<file path="config.mk">
export PLATFORM = sky130hd
export DESIGN_NAME = instr_sequencer
export DESIGN_NICKNAME = d
export VERILOG_FILES = /design/src/rtl/instr_sequencer.sv
export SDC_FILE = /design/constraint.sdc
export NUM_CORES = 1
export LEC_CHECK = 0
export ABC_AREA = 1
export CAP_MARGIN = 20
export CELL_PAD_IN_SITES_DETAIL_PLACEMENT = 0
export CELL_PAD_IN_SITES_GLOBAL_PLACEMENT = 1
export CORE_ASPECT_RATIO = 1.75
export CORE_UTILIZATION = 37
export CTS_CLUSTER_DIAMETER = 80
export DETAILED_ROUTE_END_ITERATION = 8
export PLACE_DENSITY = 0.85
export SLEW_MARGIN = 20
export SYNTH_ARGS = -nofsm -noshare
export SYNTH_HDL_FRONTEND = slang
export SYNTH_SLANG_ARGS = --single-unit
</file>
<file path="constraint.sdc">
create_clock -name clk -period 4.01 [get_ports clk]
set_input_delay 0.802 -clock clk [delete_from_list [all_inputs] [get_ports clk]]
set_output_delay 0.802 -clock clk [all_outputs]
set_load 0.01 [all_outputs]
</file>
<file path="src/rtl/instr_sequencer.sv">
// Multi-cycle fetch/decode/execute sequencer for the 8-bit machine.
// Decodes time-domain strobes from state, with watchdog and retire counter.
module instr_sequencer #(
   parameter logic [3:0]  HALT_OP     = 4'hF,
   parameter int unsigned MEM_TIMEOUT = 16,
   parameter int unsigned CNT_W       = 16
) (
   input  logic             clk,
   input  logic             rst_n,
   input  logic [3:0]       opcode,
   input  logic             memRead,
   input  logic             memWrite,
   input  logic             regWrite,
   input  logic             jctrl,
   input  logic             jrctrl,
   input  logic             jalctrl,
   input  logic             beqctrl,
   input  logic             zero,
   input  logic             mem_ready,
   input  logic             resume,
   output logic             ir_load,
   output logic             pc_inc,
   output logic             pc_load,
   output logic [1:0]       pc_src,
   output logic             mem_req,
   output logic             mem_we,
   output logic             addr_sel,
   output logic             alu_en,
   output logic             reg_we,
   output logic [2:0]       state,
   output logic             halted,
   output logic             error,
   output logic [CNT_W-1:0] retired
);

   typedef enum logic [2:0] {
      S_FETCH  = 3'd0,
      S_DECODE = 3'd1,
      S_EXEC   = 3'd2,
      S_MEM    = 3'd3,
      S_WB     = 3'd4,
      S_HALT   = 3'd5,
      S_ERR    = 3'd6
   } state_e;

   localparam logic [7:0] LIMIT = 8'(MEM_TIMEOUT - 1);

   state_e           state_q, state_d;
   logic [7:0]       wait_q, wait_d;
   logic [CNT_W-1:0] retired_q, retired_d;
   logic             at_limit;
   logic             waiting;
   logic             retire;

   always_comb begin
      state_d  = state_q;
      at_limit = (wait_q == LIMIT);
      case (state_q)
         S_FETCH: begin
            if (mem_ready)     state_d = S_DECODE;
            else if (at_limit) state_d = S_ERR;
         end
         S_DECODE: begin
            state_d = (opcode == HALT_OP) ? S_HALT : S_EXEC;
         end
         S_EXEC: begin
            if (memRead | memWrite)     state_d = S_MEM;
            else if (regWrite | jalctrl) state_d = S_WB;
            else                         state_d = S_FETCH;
         end
         S_MEM: begin
            if (mem_ready)     state_d = memRead ? S_WB : S_FETCH;
            else if (at_limit) state_d = S_ERR;
         end
         S_WB:    state_d = S_FETCH;
         S_HALT:  if (resume) state_d = S_FETCH;
         S_ERR:   state_d = S_ERR;
         default: state_d = S_ERR;
      endcase
   end

   // A request that stays in place has seen no mem_ready, so it keeps counting.
   always_comb begin
      waiting = (state_q == S_FETCH) || (state_q == S_MEM);
      wait_d  = (waiting && state_d == state_q) ? wait_q + 8'd1 : 8'd0;
   end

   always_comb begin
      retire = (state_d == S_FETCH) &&
               ((state_q == S_EXEC) || (state_q == S_MEM) ||
                (state_q == S_WB)   || (state_q == S_HALT));
      retired_d = retire ? retired_q + CNT_W'(1) : retired_q;
   end

   always_ff @(posedge clk or negedge rst_n) begin
      if (!rst_n) begin
         state_q   <= S_FETCH;
         wait_q    <= 8'd0;
         retired_q <= '0;
      end else begin
         state_q   <= state_d;
         wait_q    <= wait_d;
         retired_q <= retired_d;
      end
   end

   // Strobes are gated by rst_n so a reset drops them without a clock edge.
   always_comb begin
      ir_load  = 1'b0;
      pc_inc   = 1'b0;
      pc_load  = 1'b0;
      pc_src   = 2'b00;
      mem_req  = 1'b0;
      mem_we   = 1'b0;
      addr_sel = 1'b0;
      alu_en   = 1'b0;
      reg_we   = 1'b0;
      if (rst_n) begin
         case (state_q)
            S_FETCH: begin
               mem_req  = 1'b1;
               addr_sel = 1'b1;
               ir_load  = mem_ready;
               pc_inc   = mem_ready;
            end
            S_EXEC: begin
               alu_en  = 1'b1;
               pc_load = jctrl | jalctrl | jrctrl | (beqctrl & zero);
               if (jrctrl)       pc_src = 2'b01;
               else if (beqctrl) pc_src = 2'b10;
               else              pc_src = 2'b00;
            end
            S_MEM: begin
               mem_req = 1'b1;
               mem_we  = memWrite;
            end
            S_WB:    reg_we = 1'b1;
            default: ;
         endcase
      end
   end

   assign state   = state_q;
   assign halted  = (state_q == S_HALT);
   assign error   = (state_q == S_ERR);
   assign retired = retired_q;

endmodule

</file>
==> metrics.csv, run 1 <==
stage;metric;value;unit
run_status;outcome;completed;
sta;final setup vio count;0;
sta;final hold violation count;0;
clock_network;post-cts resize count;0;
place;dpl cell area;0.00227;mm2
synth;#FFs+latches synth;27;
clock_network;Worst-path clk slew;100;ps
die;CORE AREA;0.00467;mm2
route;DR iter-0 viols;18;
cells_and_area;commonest non-fill, non-tap cell in the layout;nand2_1;
route;DRC Markers;0;
grt;initial antenna violation count;0;
cells_and_area;area delta synth->final;30.6;%
synth;area leader, netlist;dfrtp_1;
pwr;Tot Pwr;460;uW
critical_path;worst-path cell chain;clkdlybuf4s50_1, inv_1, nor2_1, nand2_1, nor2_1, clkdlybuf4s50_1;
sta;Max Fclk;326;MHz
critical_path;critical path class;in2out;
critical_path;Startpoint Class;input port;
sta;crit path time final;3060;ps
synth;top post-synthesis cells by area;dfrtp_1, nand2_1, nor2_1;
place;Final Wtd Congestion;0.868;
clock_network;CTS tree;built;
grt;largest net degree at the start of global routing;28;
synth;cell count after synthesis;241;
clock_network;Post CTS Setup Buffer Count;0;
pwr;maximum vdd ir drop;0.221;mV
synth;Synth top area share;38.0;%
cells_and_area;share of cells above drive strength 1;6.94;%
critical_path;worst r2r src;wait_q[0]$_DFF_PN0_;
place;Detailed Place HPWL;3300;um
sta;slew margin rel.;72.6;%
route;final WL;4420;um
grt;first-pass GRT wire length;7550;um
critical_path;Critical-path top delay cell;clkdlybuf4s50_1;
min_path;hold path startpoint;wait_q[0]$_DFF_PN0_;
sta;Worst Max-Slew Pin Slew;400;ps
critical_path;required time of the worst setup path;3210;ps
clock_network;Inserted Clock Buffers;3;
critical_path;CP delay by family, top;buffers and inverters;
route;post-route ant nets;0;
clock_network;H-tree depth;1;
sta;Hold Slack;472;ps
critical_path;CP startpoint;rst_n;
critical_path;CP endpoint kind;output port;
min_path;Hold Path Class;reg2reg;
clock_network;Skew-Pair Late Insertion Delay;280;ps
die;Die W;54.4;um
synth;Post-Syn Area;0.00178;mm2
clock_network;Sink Count;27;
grt;total grt overflow;0;
die;die span in y;93.7;um
run;MaxCap Viol Count;0;
grt;Total Routing Usage GR;20.1;%
route;Pre-Repair DR Iteration Count;4;
critical_path;Worst Path Max Fanout;8;
grt;vias in the first global route;1653;
synth;synth warn;0;
sta;TNS Setup;0;ps
cells_and_area;fill count;491;
place;Port Buffer Count;46;
route;Avg Vias per Cell;4.95;
route;wire per inst;13.0;um
sta;period utilization;76.4;%
synth;Unique masters post-synth;25;
cells_and_area;Nets;307;
sta;fin. max-slew vios;0;
sta;RSZ-0062 raised after global routing;no;
critical_path;critical path arrival;2260;ps
pwr;power per cell area;198;mW/mm2
clock_network;CTS root buf;clkbuf_8;
die;row cnt;33;
cells_and_area;commonest non-fill, non-tap cells in the layout;nand2_1, clkdlybuf4s50_1, nor2_1;
cells_and_area;post-route cell area;0.00232;mm2
sta;final setup skew;6.94;ps
die;die area;0.00509;mm2
route;Vias;1683;
die;initial cell density of the core;38.1;%
synth;Syn Area/Cell;7.37;um2
cells_and_area;Antenna diodes;0;
clock_network;cts hold-fix bufs;0;
clock_network;CTS Buffer Depth;2;
pwr;LEAKAGE;1.07;nW
die;I/O pin total;47;
synth;register area share after synthesis;38.0;%
critical_path;worst path bufs/invs;3;
synth;Syn Nets;259;
critical_path;CP max stage delay;530;ps
==> Yosys cell counts <==
cell / number
nor2_2: 2
nor2_8: 1
o21ai_1: 10
nor2_1: 37
nand3_1: 14
a21oi_2: 1
inv_1: 20
buf_4: 3
xnor2_1: 10
nand2_2: 2
nor3_1: 5
nor2_4: 2
a21oi_1: 1
a2111oi_0: 1
xor2_1: 10
nand3_2: 1
nand3_4: 2
o21ai_0: 10
dfrtp_1: 27
buf_8: 1
ha_1: 2
inv_2: 4
nand2_1: 68
o2111ai_1: 2
nand4_1: 5
==> path summary, 6_finish.rpt <==
path,end,cells after the start,slack (ps)
worst max-delay path,pc_src[1],6,950
worst min-delay path,wait_q[0]$_DFF_PN0_,1,470
worst max register to register,retired[11]$_DFFE_PN0P_,8,2100
worst min register to register,wait_q[0]$_DFF_PN0_,1,470
max in group asynchronous,retired[13]$_DFFE_PN0P_,2,2810
min in group asynchronous,retired[5]$_DFFE_PN0P_,2,930
==> metrics by stage <==
| step | instances | util (%) | worst slack, ps |
|---|---|---|---|
| floorplan | 241 | - | 1770 |
| global placement | 336 | 48.7 | 961 |
| detailed placement | 336 | 48.7 | 934 |
| CTS | 340 | 49.7 | 928 |
| global route | 340 | 49.7 | 735 |
| finish | 340 | 49.7 | 946 |
==> cell type report <==
class / count / area, um2 / area share (%)
clock buffers: 3 / 41.3 / 1.78
repair buffers: 47 / 468 / 20.2
inverters: 24 / 90.1 / 3.88
flip-flops and latches: 27 / 676 / 29.1
multi-input cells: 186 / 973 / 41.9
well taps: 52 / 65.1 / 2.80
clock inverters: 1 / 7.51 / 0.323
==> registers in the layout (all words and copies together) (netlist names) <==
signal / cells
retired: 16
wait_q: 8
state: 3
==> per-layer routing <==
layer | up-vias | routed length (um) | GRT usage, %
met3 | 9 | 156 | 2.10
li1 | 862 | - | -
met2 | 41 | 2370 | 35.6
met5 | - | 0 | 0
met1 | 771 | 1780 | 23.3
met4 | 0 | 114 | 8.12
==> cells by family (layout without fill, tap and decap cells) <==
group,count (synthesis),count (layout),share of synthesized area (%)
DFF,27,27,38.0
buffers and inverters,28,75,7.18
AOI/OAI and AO/OA,25,25,7.89
adders and majority gates,2,2,1.41
and+or+nand+nor,139,139,35.6
xor gates and xnor gates,20,20,9.86
==> power by group <==
group          total [mW]  switching, mW  internal (mW)
sequential          0.272              0          0.272
clock               0.161         0.0903         0.0707
combinational      0.0267         0.0120         0.0147
(Power assumes the default switching activity.)
==> inputs of run 2 (changes only) <==
- CORE_UTILIZATION: 37 -> 31
- PLACE_DENSITY: 0.85 -> 0.76
- clock period: 4.01 -> 2.7 ns (I/O delays scaled with it)
==> run 2 against run 1 <==
  * Die area grew 19%
  * Combinational power grew 50%
  * Routed wire length grew 0.27%
  * Non-clock buffer count stayed put
  * Via count is 0.83% higher
  * First-iteration DRC count increased by 72%
  * Largest power group unchanged
  * Highest routed layer unchanged
==> metrics.csv, run 2 (synthesis gave the netlist of run 1 again) <==
stage;metric;value;unit
run_status;outcome;completed;
run;MaxCap Viol Count;0;
clock_network;CTS tree;built;
route;final WL;4430;um
critical_path;critical path class;in2out;
min_path;hold path cells;1;
sta;final hold violation count;0;
clock_network;CTS root buf;clkbuf_8;
pwr;maximum vdd ir drop;0.283;mV
route;DR iter-0 viols;31;
route;Pre-Repair DR Iteration Count;4;
sta;Hold Slack;464;ps
die;CORE AREA;0.00554;mm2
die;die span in y;102;um
cells_and_area;Antenna diodes;0;
place;Detailed Place HPWL;3400;um
cells_and_area;area delta synth->final;32.1;%
clock_network;Post CTS Setup Buffer Count;0;
cells_and_area;commonest non-fill, non-tap cell in the layout;nand2_1;
grt;initial antenna violation count;0;
sta;period utilization;94.0;%
sta;RSZ-0062 raised after global routing;no;
clock_network;Inserted Clock Buffers;3;
clock_network;post-cts resize count;0;
clock_network;Skew-Pair Late Insertion Delay;270;ps
clock_network;H-tree depth;1;
critical_path;Worst Path Max Fanout;8;
critical_path;CP endpoint kind;output port;
critical_path;worst reg2reg setup slack;860;ps
cells_and_area;commonest non-fill, non-tap cells in the layout;nand2_1, clkdlybuf4s50_1, nor2_1;
cells_and_area;share of cells above drive strength 1;6.60;%
place;Port Buffer Count;46;
place;dpl cell area;0.00230;mm2
sta;fin. max-slew vios;0;
critical_path;required time of the worst setup path;2160;ps
route;WL met3;194;um
min_path;Hold Path Class;reg2reg;
route;Avg Vias per Cell;4.66;
clock_network;cts hold-fix bufs;0;
sta;final setup vio count;0;
cells_and_area;fill count;595;
route;DRC Markers;0;
route;Met1 Wirelength;1750;um
die;die area;0.00605;mm2
die;row cnt;36;
route;post-route ant nets;0;
sta;Max Fclk;394;MHz
route;Vias;1697;
grt;Total Routing Usage GR;15.5;%
critical_path;Startpoint Class;input port;
sta;slew margin rel.;70.0;%
sta;final setup skew;4.06;ps
die;initial cell density of the core;32.1;%
cells_and_area;post-layout util;42.4;%
pwr;power per cell area;286;mW/mm2
sta;Worst Max-Slew Pin Slew;446;ps
cells_and_area;post-route cell area;0.00235;mm2
pwr;Tot Pwr;672;uW
clock_network;Sink Count;27;
grt;largest net degree at the start of global routing;28;
die;Die W;59.2;um
route;DR WL met2;2350;um
critical_path;critical path arrival;2000;ps
grt;first-pass GRT wire length;7090;um
clock_network;Worst-path clk slew;90;ps
route;wire per inst;12.2;um
place;Final Wtd Congestion;0.832;
sta;crit path time final;2540;ps
critical_path;Worst R2R Path Depth;8;
pwr;LEAKAGE;1.07;nW
grt;vias in the first global route;1620;
route;highest routed layer;met4;
clock_network;CTS Buffer Depth;2;
cells_and_area;Nets;307;
critical_path;CP startpoint;rst_n;
critical_path;worst r2r src;wait_q[0]$_DFF_PN0_;
critical_path;RR Endpoint;retired[15]$_DFFE_PN0P_;
die;I/O pin total;47;
critical_path;Worst Setup EP;pc_inc;
cells_and_area;max FFs per register;16;
grt;total grt overflow;0;
sta;TNS Setup;0;ps
-- run 2: changes by cell type in the layout (fill, tap and decap cells not counted) --
cell / change
clkbuf_1: +1
clkinvlp_4: -1
-- run 2: worst min-delay path by stage --
stage,from,endpoint,slack (ps)
after floorplan,rst_n,retired[0]$_DFFE_PN0P_,240
after global placement,wait_q[0]$_DFF_PN0_,wait_q[0]$_DFF_PN0_,450
after detailed placement,wait_q[0]$_DFF_PN0_,wait_q[0]$_DFF_PN0_,450
after CTS,wait_q[0]$_DFF_PN0_,wait_q[0]$_DFF_PN0_,470
after global routing,wait_q[0]$_DFF_PN0_,wait_q[0]$_DFF_PN0_,490
final,wait_q[0]$_DFF_PN0_,wait_q[0]$_DFF_PN0_,460
-- run 2: area by class of cell --
type                            instances  area, um2  share of cell area (%)
Timing Repair Buffer                   47        468                    19.9
Sequential cell                        27        676                    28.8
Multi-Input combinational cell        186        973                    41.5
Tap cell                               76       95.1                    4.05
Clock buffer                            4       45.0                    1.92
Inverter                               24       90.1                    3.84
-- run 2: where the power goes --
group	switching (mW)	internal, mW
Clock	0.123	0.106
Sequential	0	0.404
Combinational	0.0181	0.0218
-- run 2: worst max-delay path, stage by stage --
cell and delay (ps):
clkdlybuf4s50_1 470, inv_1 140, nor3_1 270, clkdlybuf4s50_1 580
-- run 2: per-layer routing --
layer / up-vias / track usage, %
li1: 867 / -
met5: - / 0
met4: 0 / 7.88
met1: 777 / 16.1
met3: 9 / 1.77
met2: 44 / 29.5
-- run 2: through the flow --
stage	setup slack (ps)	cells
after floorplan	894	241
final	161	364
after global placement	140	360
after detailed placement	120	360
after global routing	63.6	364
after CTS	120	364
